[src/rtl/simplez_uart_tx.sv]
// Memory-mapped 8N1 serial transmitter for the Simplez external bus.
// A store to ADDR_DATA starts a frame. A load from ADDR_STAT returns {overrun, ready}.
module simplez_uart_tx #(
    parameter int               ADDRW     = 9,
    parameter int               DATAW     = 12,
    parameter int               BAUD_DIV  = 104,
    parameter logic [ADDRW-1:0] ADDR_DATA = 9'o101,
    parameter logic [ADDRW-1:0] ADDR_STAT = 9'o102
) (
    input  logic             clk,
    input  logic             rstn,
    input  logic [ADDRW-1:0] addr,
    input  logic             wr,
    input  logic             rd,
    input  logic [DATAW-1:0] data_in,
    output logic [DATAW-1:0] data_out,
    output logic             sel,
    output logic             tx,
    output logic             busy
);
    localparam int              CNTW        = 12;
    localparam logic [CNTW-1:0] BAUD_RELOAD = CNTW'(BAUD_DIV - 1);

    typedef enum logic [1:0] {IDLE, START, DATA, STOP} state_t;

    state_t          state, state_nxt;
    logic [7:0]      shift_q, shift_nxt;
    logic [CNTW-1:0] cnt_q, cnt_nxt;
    logic [2:0]      bit_idx, bit_idx_nxt;
    logic            tx_nxt, busy_nxt;
    logic            overrun, overrun_nxt;
    logic            sel_nxt;
    logic [DATAW-1:0] data_out_nxt;

    logic wr_data, rd_stat, bit_end;
    logic unused_bits;

    assign wr_data     = wr && (addr == ADDR_DATA);
    assign rd_stat     = rd && (addr == ADDR_STAT);
    assign bit_end     = (cnt_q == '0);
    assign unused_bits = ^data_in[DATAW-1:8];

    always_ff @(negedge clk) begin
        if (!rstn) begin
            state    <= IDLE;
            shift_q  <= '0;
            cnt_q    <= '0;
            bit_idx  <= '0;
            tx       <= 1'b1;
            busy     <= 1'b0;
            overrun  <= 1'b0;
            sel      <= 1'b0;
            data_out <= '0;
        end else begin
            state    <= state_nxt;
            shift_q  <= shift_nxt;
            cnt_q    <= cnt_nxt;
            bit_idx  <= bit_idx_nxt;
            tx       <= tx_nxt;
            busy     <= busy_nxt;
            overrun  <= overrun_nxt;
            sel      <= sel_nxt;
            data_out <= data_out_nxt;
        end
    end

    always_comb begin
        state_nxt   = state;
        shift_nxt   = shift_q;
        cnt_nxt     = cnt_q;
        bit_idx_nxt = bit_idx;
        tx_nxt      = tx;
        busy_nxt    = busy;

        if (state != IDLE)
            cnt_nxt = bit_end ? BAUD_RELOAD : cnt_q - 1'b1;

        case (state)
            IDLE: begin
                if (wr_data) begin
                    shift_nxt = data_in[7:0];
                    state_nxt = START;
                    tx_nxt    = 1'b0;
                    busy_nxt  = 1'b1;
                    cnt_nxt   = BAUD_RELOAD;
                end
            end
            START: begin
                if (bit_end) begin
                    state_nxt   = DATA;
                    tx_nxt      = shift_q[0];
                    bit_idx_nxt = '0;
                end
            end
            DATA: begin
                if (bit_end) begin
                    shift_nxt = shift_q >> 1;
                    if (bit_idx == 3'd7) begin
                        state_nxt = STOP;
                        tx_nxt    = 1'b1;
                    end else begin
                        bit_idx_nxt = bit_idx + 1'b1;
                        // shift_q[1] is the bit that lands in [0] after this shift
                        tx_nxt      = shift_q[1];
                    end
                end
            end
            STOP: begin
                if (bit_end) begin
                    state_nxt = IDLE;
                    busy_nxt  = 1'b0;
                end
            end
            default: state_nxt = IDLE;
        endcase
    end

    // A dropped write wins over a simultaneous status-read clear.
    always_comb begin
        overrun_nxt = overrun;
        if (wr_data && state != IDLE)
            overrun_nxt = 1'b1;
        else if (rd_stat)
            overrun_nxt = 1'b0;
        sel_nxt      = rd_stat;
        data_out_nxt = rd_stat ? DATAW'({overrun, ~busy}) : '0;
    end
endmodule

[config.mk]
export PLATFORM = sky130hd
export DESIGN_NAME = simplez_uart_tx
export DESIGN_NICKNAME = d
export VERILOG_FILES = /design/src/rtl/simplez_uart_tx.sv
export SDC_FILE = /design/constraint.sdc
export NUM_CORES = 1
export LEC_CHECK = 0
export CAP_MARGIN = 20
export CORE_MARGIN = 1.5
export CORE_UTILIZATION = 50
export CTS_CLUSTER_DIAMETER = 80
export DETAILED_ROUTE_END_ITERATION = 6
export HOLD_SLACK_MARGIN = 0.08
export PLACE_DENSITY = 0.76
export RECOVER_POWER = 25
export SLEW_MARGIN = 20
export SYNTH_ARGS = -nofsm -noshare
export SYNTH_HDL_FRONTEND = slang
export SYNTH_SLANG_ARGS = --single-unit
[constraint.sdc]
create_clock -name clk -period 2.8 [get_ports clk]
set_input_delay 0.28 -clock clk [delete_from_list [all_inputs] [get_ports clk]]
set_output_delay 0.28 -clock clk [all_outputs]
set_load 0.005 [all_outputs]
==> results_dict.tcl, run 1 <==
set metrics [dict create \
    coreArea_sq_mm 0.00339 \
    grtUsageMet3_pct 8.11 \
    synth_top_family_by_area "simple AND/OR/NAND/NOR gates" \
    grt_util_met2_pct 35.5 \
    rows 21 \
    violations "negative setup slack" \
    seq_area_frac_synth_pct 34.8 \
    multi_input_comb_area_sq_mm 0.00106 \
    finalHoldViolCount 0 \
    async_reset_ff_share_pct 0 \
    detail-route-antenna-nets 0 \
    antenna_found_initial 0 \
    yosys_warnings 0 \
    synth_xor_area_share_pct 1.97 \
    whs_ns 0.428 \
    cp_data_required_time_ns 1.73 \
    cap_violations 0 \
    layout_setup_ws_ns -0.248 \
    design.portCount 40 \
    critPathLaunchType "input pin" \
    p_per_area_mw_per_mm2 523 \
    pwr-share-comb_pct 23.2 \
    drt_iter0_markers 77 \
    cts_htree_levels 2 \
    worstSetupEndpointType "register" \
    cts_tree "built" \
    syn_area_sq_mm 0.00178 \
    post-place-ws_ns -1.06 \
    die_width_um 62.7 \
    synth_compound_area_share_pct 18.5 \
    grt_pass1_wl_um 6760 \
    syn_area_per_cell_sq_um 8.91 \
    synth_cells 200 \
    grtUsageMet1_pct 23.1 \
    num_vias 1599 \
    insertion_delay_ns 0.40 \
    p_sw_mw 0.457 \
    clkTransAtPathRegs_ns 0.04 \
    p_leak_nw 1.13 \
    critical_path_class "input pin to register" \
    max-slew-margin-rel_pct 61.9 \
    regArea_sq_um 623 \
    rsz0062_at_grt "yes" \
    skew_ns 0.0187 \
    start_util_pct 52.6 \
    ys_ff_latch 31 \
    die_y_um 62.7 \
    nets 295 \
    clock-sinks 31 \
    total_power_mw 1.21 \
    synth_edf_count 0 \
    grt_pass1_vias 1660 \
    routed_wl_um 3760 \
    tightest_slew_ns 0.570 \
    p_int_mw 0.751 \
    fin_util_pct 68.1 \
    gr-max-usage-layer "met2" \
    dieArea_sq_mm 0.00393 \
    crit_chain "buf_6, or4b_4, or4_4, and2_4, a211oi_4, mux2i_1" \
    grt.overflow.total 0 \
    syn_to_final_growth_pct 29.6 \
    synth_fa_ha_area_share_pct 5.62 \
    crit_slowest_cell "or4b_4" \
    swShare_pct 37.8 \
    port_buffers 25 \
    setup_viol 23 \
    dr.pass1.iters 4 \
    nFillCells 292 \
    muxShareOfSynthArea_pct 7.37 \
    wire_per_inst_um 12.2 \
    worst-path-max-fanout 4 \
    hp-class "register to register" \
    yosysUniqueCellTypes 48 \
    yosys.area_share.simple_pct 21.5 \
    via_per_inst 5.17 \
    drv_slew 0 \
    synth_flop_cell "dfxtp_1" \
    numCtsBuffers 5 \
    p_clk_share_pct 36.7 \
    drc 0 \
    crit_arrival_ns 1.97 \
    ir_worst_vdd_mv 0.304 \
    antenna_cells 0 \
    cts_root_buffer "clkbuf_4" \
    grt_use_total_pct 21.3 \
    outcome "finished with violations" \
    final_common_cell "inv_1" \
    dp_hpwl_um 2490 \
    slowest_delay_ns 0.52 \
    clockBufferDepth 2 \
    grt_max_degree 32 \
    routabilityCongestion 0.856 \
    drive_above_1_share_pct 16.3 \
    final_cell_mix "inv_1 (41), dfxtp_1 (29), nand2_1 (16)" \
    power_frac_seq_pct 40.1 \
]
-- routing by layer --
| metal | vias up | part of all wire [%] |
|---|---|---|
| li1 | 814 | - |
| met2 | 48 | 49 |
| met1 | 730 | 44 |
| met5 | - | 0 |
| met3 | 7 | 5.3 |
| met4 | 0 | 1.6 |
-- critical path, delay by kind of cell --
| family | cells | cell delay [ns] |
|---|---|---|
| buf+inv | 1 | 0.09 |
| mux | 1 | 0.20 |
| compound gates | 1 | 0.20 |
| simple gates | 3 | 1.20 |
-- synthesized netlist by cell type, types with 2 or more instances --
cell      number  area, sq um
nand4_1        2         12.5
o21ai_0        6         30.0
nand3b_1       5         37.5
a21boi_1       4         30.0
nand3_1        7         35.0
xnor2_1        3         26.3
dfxtp_1       31          621
buf_6          2         22.5
clkbuf_1       7         26.3
or4_4          2         22.5
o211a_1        8         80.1
mux2i_1       12          120
a211oi_1       2         15.0
buf_4         10         75.1
ha_1           8          100
o31a_1         2         17.5
nor3_1         5         25.0
a21oi_1        4         20.0
o21ai_1        4         20.0
a21boi_0       6         45.0
buf_2          2         10.0
or4_1          2         15.0
and2_1         2         12.5
nor2_1        10         37.5
nand4b_1       2         17.5
nor2b_1        4         25.0
nand2_1       16         60.1
nor4_1         2         12.5
inv_1         11         41.3
-- registers in the layout, summed over array words and instances (netlist names), 2 cells and up --
register	flops
data_out	2
shift_q	8
bit_idx	3
cnt_q	12
state	2
-- logic make-up (layout without fill, tap and decap cells) --
family | count (synthesis) | in the layout
and+or+nand+nor | 66 | 67
AOI/OAI and AO/OA | 44 | 44
buffers and inverters | 33 | 86
DFF | 31 | 31
muxes | 13 | 13
adders and majority gates | 8 | 8
xor gates and xnor gates | 4 | 4
other | 1 | 10
-- layout make-up --
type / count / share of cell area, %
Multi-Input combinational cell: 146 / 46.1
Sequential cell: 31 / 27.0
Timing Repair Buffer: 37 / 15.2
Clock inverter: 34 / 5.96
Tap cell: 46 / 2.49
Clock buffer: 5 / 1.63
Inverter: 10 / 1.63
-- power groups by stage --
| stage | combinational [mW] | sequential (mW) | clock [mW] |
|---|---|---|---|
| 6_report | 0.280 | 0.485 | 0.443 |
| 5_1_grt | 0.310 | 0.486 | 0.517 |
| 4_1_cts | 0.278 | 0.484 | 0.466 |
| 3_5_place_dp | 0.271 | 0.491 | 0.0698 |
| 3_3_place_gp | 0.266 | 0.490 | 0.0698 |
| 2_1_floorplan | 0.198 | 0.486 | 0.0698 |
-- worst paths after layout --
| check | from | end | slack [ns] | cells past startpoint |
|---|---|---|---|---|
| worst max-delay path | addr[8] | state[1] | -0.25 | 6 |
| worst min-delay path | busy | data_out[0] | 0.43 | 1 |
| worst max register to register | cnt_q[6] | state[1] | 0.65 | 6 |
| worst min register to register | busy | data_out[0] | 0.43 | 1 |
-- metrics by stage --
| step | instance area (sq um) | std cells | TNS (ns) |
|---|---|---|---|
| after floorplan | 1830 | 209 | -13.73 |
| after detailed placement | 2070 | 267 | -25.07 |
| after CTS | 2290 | 310 | -3.61 |
| after global routing | 2310 | 309 | -4.60 |
| after global placement | 2070 | 267 | -24.19 |
| final | 2310 | 309 | -3.84 |
-- what timing repair did --
item                       CTS  global route
pin swaps                    9             4
hold buffers                 0             0
setup endpoints to repair   33            25
gates resized for setup     37             6
setup buffers                4             0
gates cloned                 1             0
Note: power is estimated with default switching activity, not from simulation.
==> run 2, diff against run 1 <==
--- a/config.mk
+++ b/config.mk
@@ -7,11 +7,11 @@
 export LEC_CHECK = 0
 export CAP_MARGIN = 20
 export CORE_MARGIN = 1.5
-export CORE_UTILIZATION = 50
+export CORE_UTILIZATION = 45
 export CTS_CLUSTER_DIAMETER = 80
 export DETAILED_ROUTE_END_ITERATION = 6
 export HOLD_SLACK_MARGIN = 0.08
-export PLACE_DENSITY = 0.76
+export PLACE_DENSITY = 0.72
 export RECOVER_POWER = 25
 export SLEW_MARGIN = 20
 export SYNTH_ARGS = -nofsm -noshare
==> constraint.sdc (replaced) <==
create_clock -name clk -period 2.7 [get_ports clk]
set_input_delay 0.27 -clock clk [delete_from_list [all_inputs] [get_ports clk]]
set_output_delay 0.27 -clock clk [all_outputs]
set_load 0.005 [all_outputs]
==> run 2 against run 1 <==
Net effect: the flow still finishes with violations (negative setup slack); clock skew decreased by 0.0042 ns; routed wire length hardly changed; sequential power increased by 4%; critical path depth did not move; clock-buffer cell count did not move; first-iteration DRC count fell by 29%; die area rose by 11%; sequential cell count unchanged; register-to-register slack got worse by 0.11 ns; clock power grew 41%; utilization shrank 5.6 points; global-route usage decreased by 1.7 points; largest cell class unchanged; highest routed layer unchanged.
==> results_dict.tcl, run 2 (synthesized netlist as in run 1, its figures left out) <==
set metrics [dict create \
    outcome "finished with violations" \
    syn_to_final_growth_pct 31.2 \
    num_vias 1634 \
    grt.overflow.total 0 \
    tightest_slew_ns 0.488 \
    via_per_inst 5.29 \
    cp_data_required_time_ns 1.62 \
    wire_per_inst_um 12.2 \
    critical_path_class "input pin to register" \
    slowest_delay_ns 0.52 \
    final_cell_mix "inv_1 (41), dfxtp_1 (31), nand2_1 (16)" \
    largest_register_ffs 12 \
    design.portCount 40 \
    cp.buffers_inverters 1 \
    max-slew-margin-rel_pct 67.0 \
    die_width_um 65.9 \
    crit_chain "buf_6, or4b_4, or4_4, and2_4, a211oi_4, mux2i_1" \
    largest-register "cnt_q" \
    grt_use_total_pct 19.5 \
    p_per_area_mw_per_mm2 609 \
    coreArea_sq_mm 0.00374 \
    numCtsBuffers 5 \
    post-place-ws_ns -1.08 \
    cp_top_family "simple AND/OR/NAND/NOR gates" \
    drc 0 \
    port_buffers 25 \
    worst-path-max-fanout 4 \
    start_util_pct 47.6 \
    layout_setup_ws_ns -0.310 \
    violations "negative setup slack" \
    rows 22 \
    clockBufferDepth 2 \
    nets 293 \
    grt_max_degree 32 \
    clock-sinks 31 \
    drt_iter0_markers 55 \
    dp_hpwl_um 2500 \
    ir_worst_vdd_mv 0.322 \
    grt_pass1_vias 1700 \
    drv_slew 0 \
    cts_htree_levels 2 \
    clkTransAtPathRegs_ns 0.03 \
    crit_arrival_ns 1.93 \
    grt_pass1_wl_um 6540 \
    crit_slowest_cell "or4b_4" \
    hold_buffers 0 \
    antenna_found_initial 0 \
    finalHoldViolCount 0 \
    final_common_cell "inv_1" \
    cap_violations 0 \
    cts_tree "built" \
    critPathLaunchType "input pin" \
    die_y_um 65.9 \
    finalInstanceArea_sq_mm 0.00234 \
    hp-class "register to register" \
    routabilityCongestion 0.852 \
    placed_area_sq_mm 0.00207 \
    drive_above_1_share_pct 15.3 \
    antenna_cells 0 \
    dieArea_sq_mm 0.00435 \
    skew_ns 0.0145 \
    rsz0062_at_grt "yes" \
    dr.pass1.iters 4 \
    setup_viol 25 \
    reg.largest.list "cnt_q (12), shift_q (8), bit_idx (3)" \
    detail-route-antenna-nets 0 \
    routed_wl_um 3760 \
    p_leak_nw 1.13 \
    cts_root_buffer "clkbuf_8" \
    worstSetupEndpointType "register" \
    insertion_delay_ns 0.35 \
]
## run 2: cell types whose count changed in the layout (fill, tap and decap cells not counted), moves of 2 or more
cell,delta
dfxtp_1,+2
clkdlybuf4s15_1,-2
buf_4,-2
clkbuf_8,+5
dfxtp_2,-2
clkbuf_4,-5
clkbuf_2,+2
## run 2: timing repair
item                                    4_1_cts  5_1_grt
buffers inserted                              3        0
gates cloned                                  1        0
gates resized for setup                      30        8
hold endpoints to repair                      0        0
endpoints found under the setup margin       32       25
pin swaps                                     9        4
## run 2: where the power goes
group | switching [mW] | total (mW) | internal (mW)
sequential | 0.0204 | 0.504 | 0.484
clock | 0.293 | 0.626 | 0.333
combinational | 0.158 | 0.293 | 0.134
## run 2: final cells by class
class                           count  area, sq um
Multi-Input combinational cell    146         1060
Sequential cell                    31          621
Fill cell                         344         1410
Clock buffer                        5         68.8
Tap cell                           48         60.1
Timing Repair Buffer               35          335
Inverter                           10         37.5
Clock inverter                     34          158
## run 2: per-layer routing
layer | track usage [%] | wire [um] | vias up
met3 | 8.52 | 174 | 5
met5 | 0 | 0 | -
met2 | 32.4 | 1900 | 36
met1 | 20.1 | 1640 | 778
li1 | - | - | 815
met4 | 12.0 | 44 | 0
## run 2: path summary, 6_finish.rpt
| path | start | slack, ns | end | depth (start not counted) |
|---|---|---|---|---|
| worst min-delay path | overrun | 0.44 | data_out[1] | 2 |
| worst min register to register | overrun | 0.44 | data_out[1] | 2 |
| worst max-delay path | addr[8] | -0.31 | state[1] | 6 |
| worst max register to register | cnt_q[6] | 0.54 | state[1] | 6 |
## run 2: per-stage QoR
step           setup TNS, ns  hold slack (ns)  std cells  total power [mW]  util [%]
3_5_place_dp          -25.17            0.433        267             0.864      55.3
6_report               -5.45            0.444        309              1.42      62.5
5_1_grt                -6.45            0.481        309              1.53      62.5
2_1_floorplan         -14.73            0.416        209             0.782         -
4_1_cts                -5.31            0.448        309              1.45      62.2
3_3_place_gp          -25.06            0.432        267             0.862      55.3
## run 2: worst reg2reg max path: cells and delay by family (launching register included)
| family | cells | cell delay, ns |
|---|---|---|
| muxes | 1 | 0.20 |
| DFF | 1 | 0.33 |
| and+or+nand+nor | 3 | 1.01 |
| buffers and inverters | 1 | 0.26 |
| AOI/OAI and AO/OA | 1 | 0.28 |
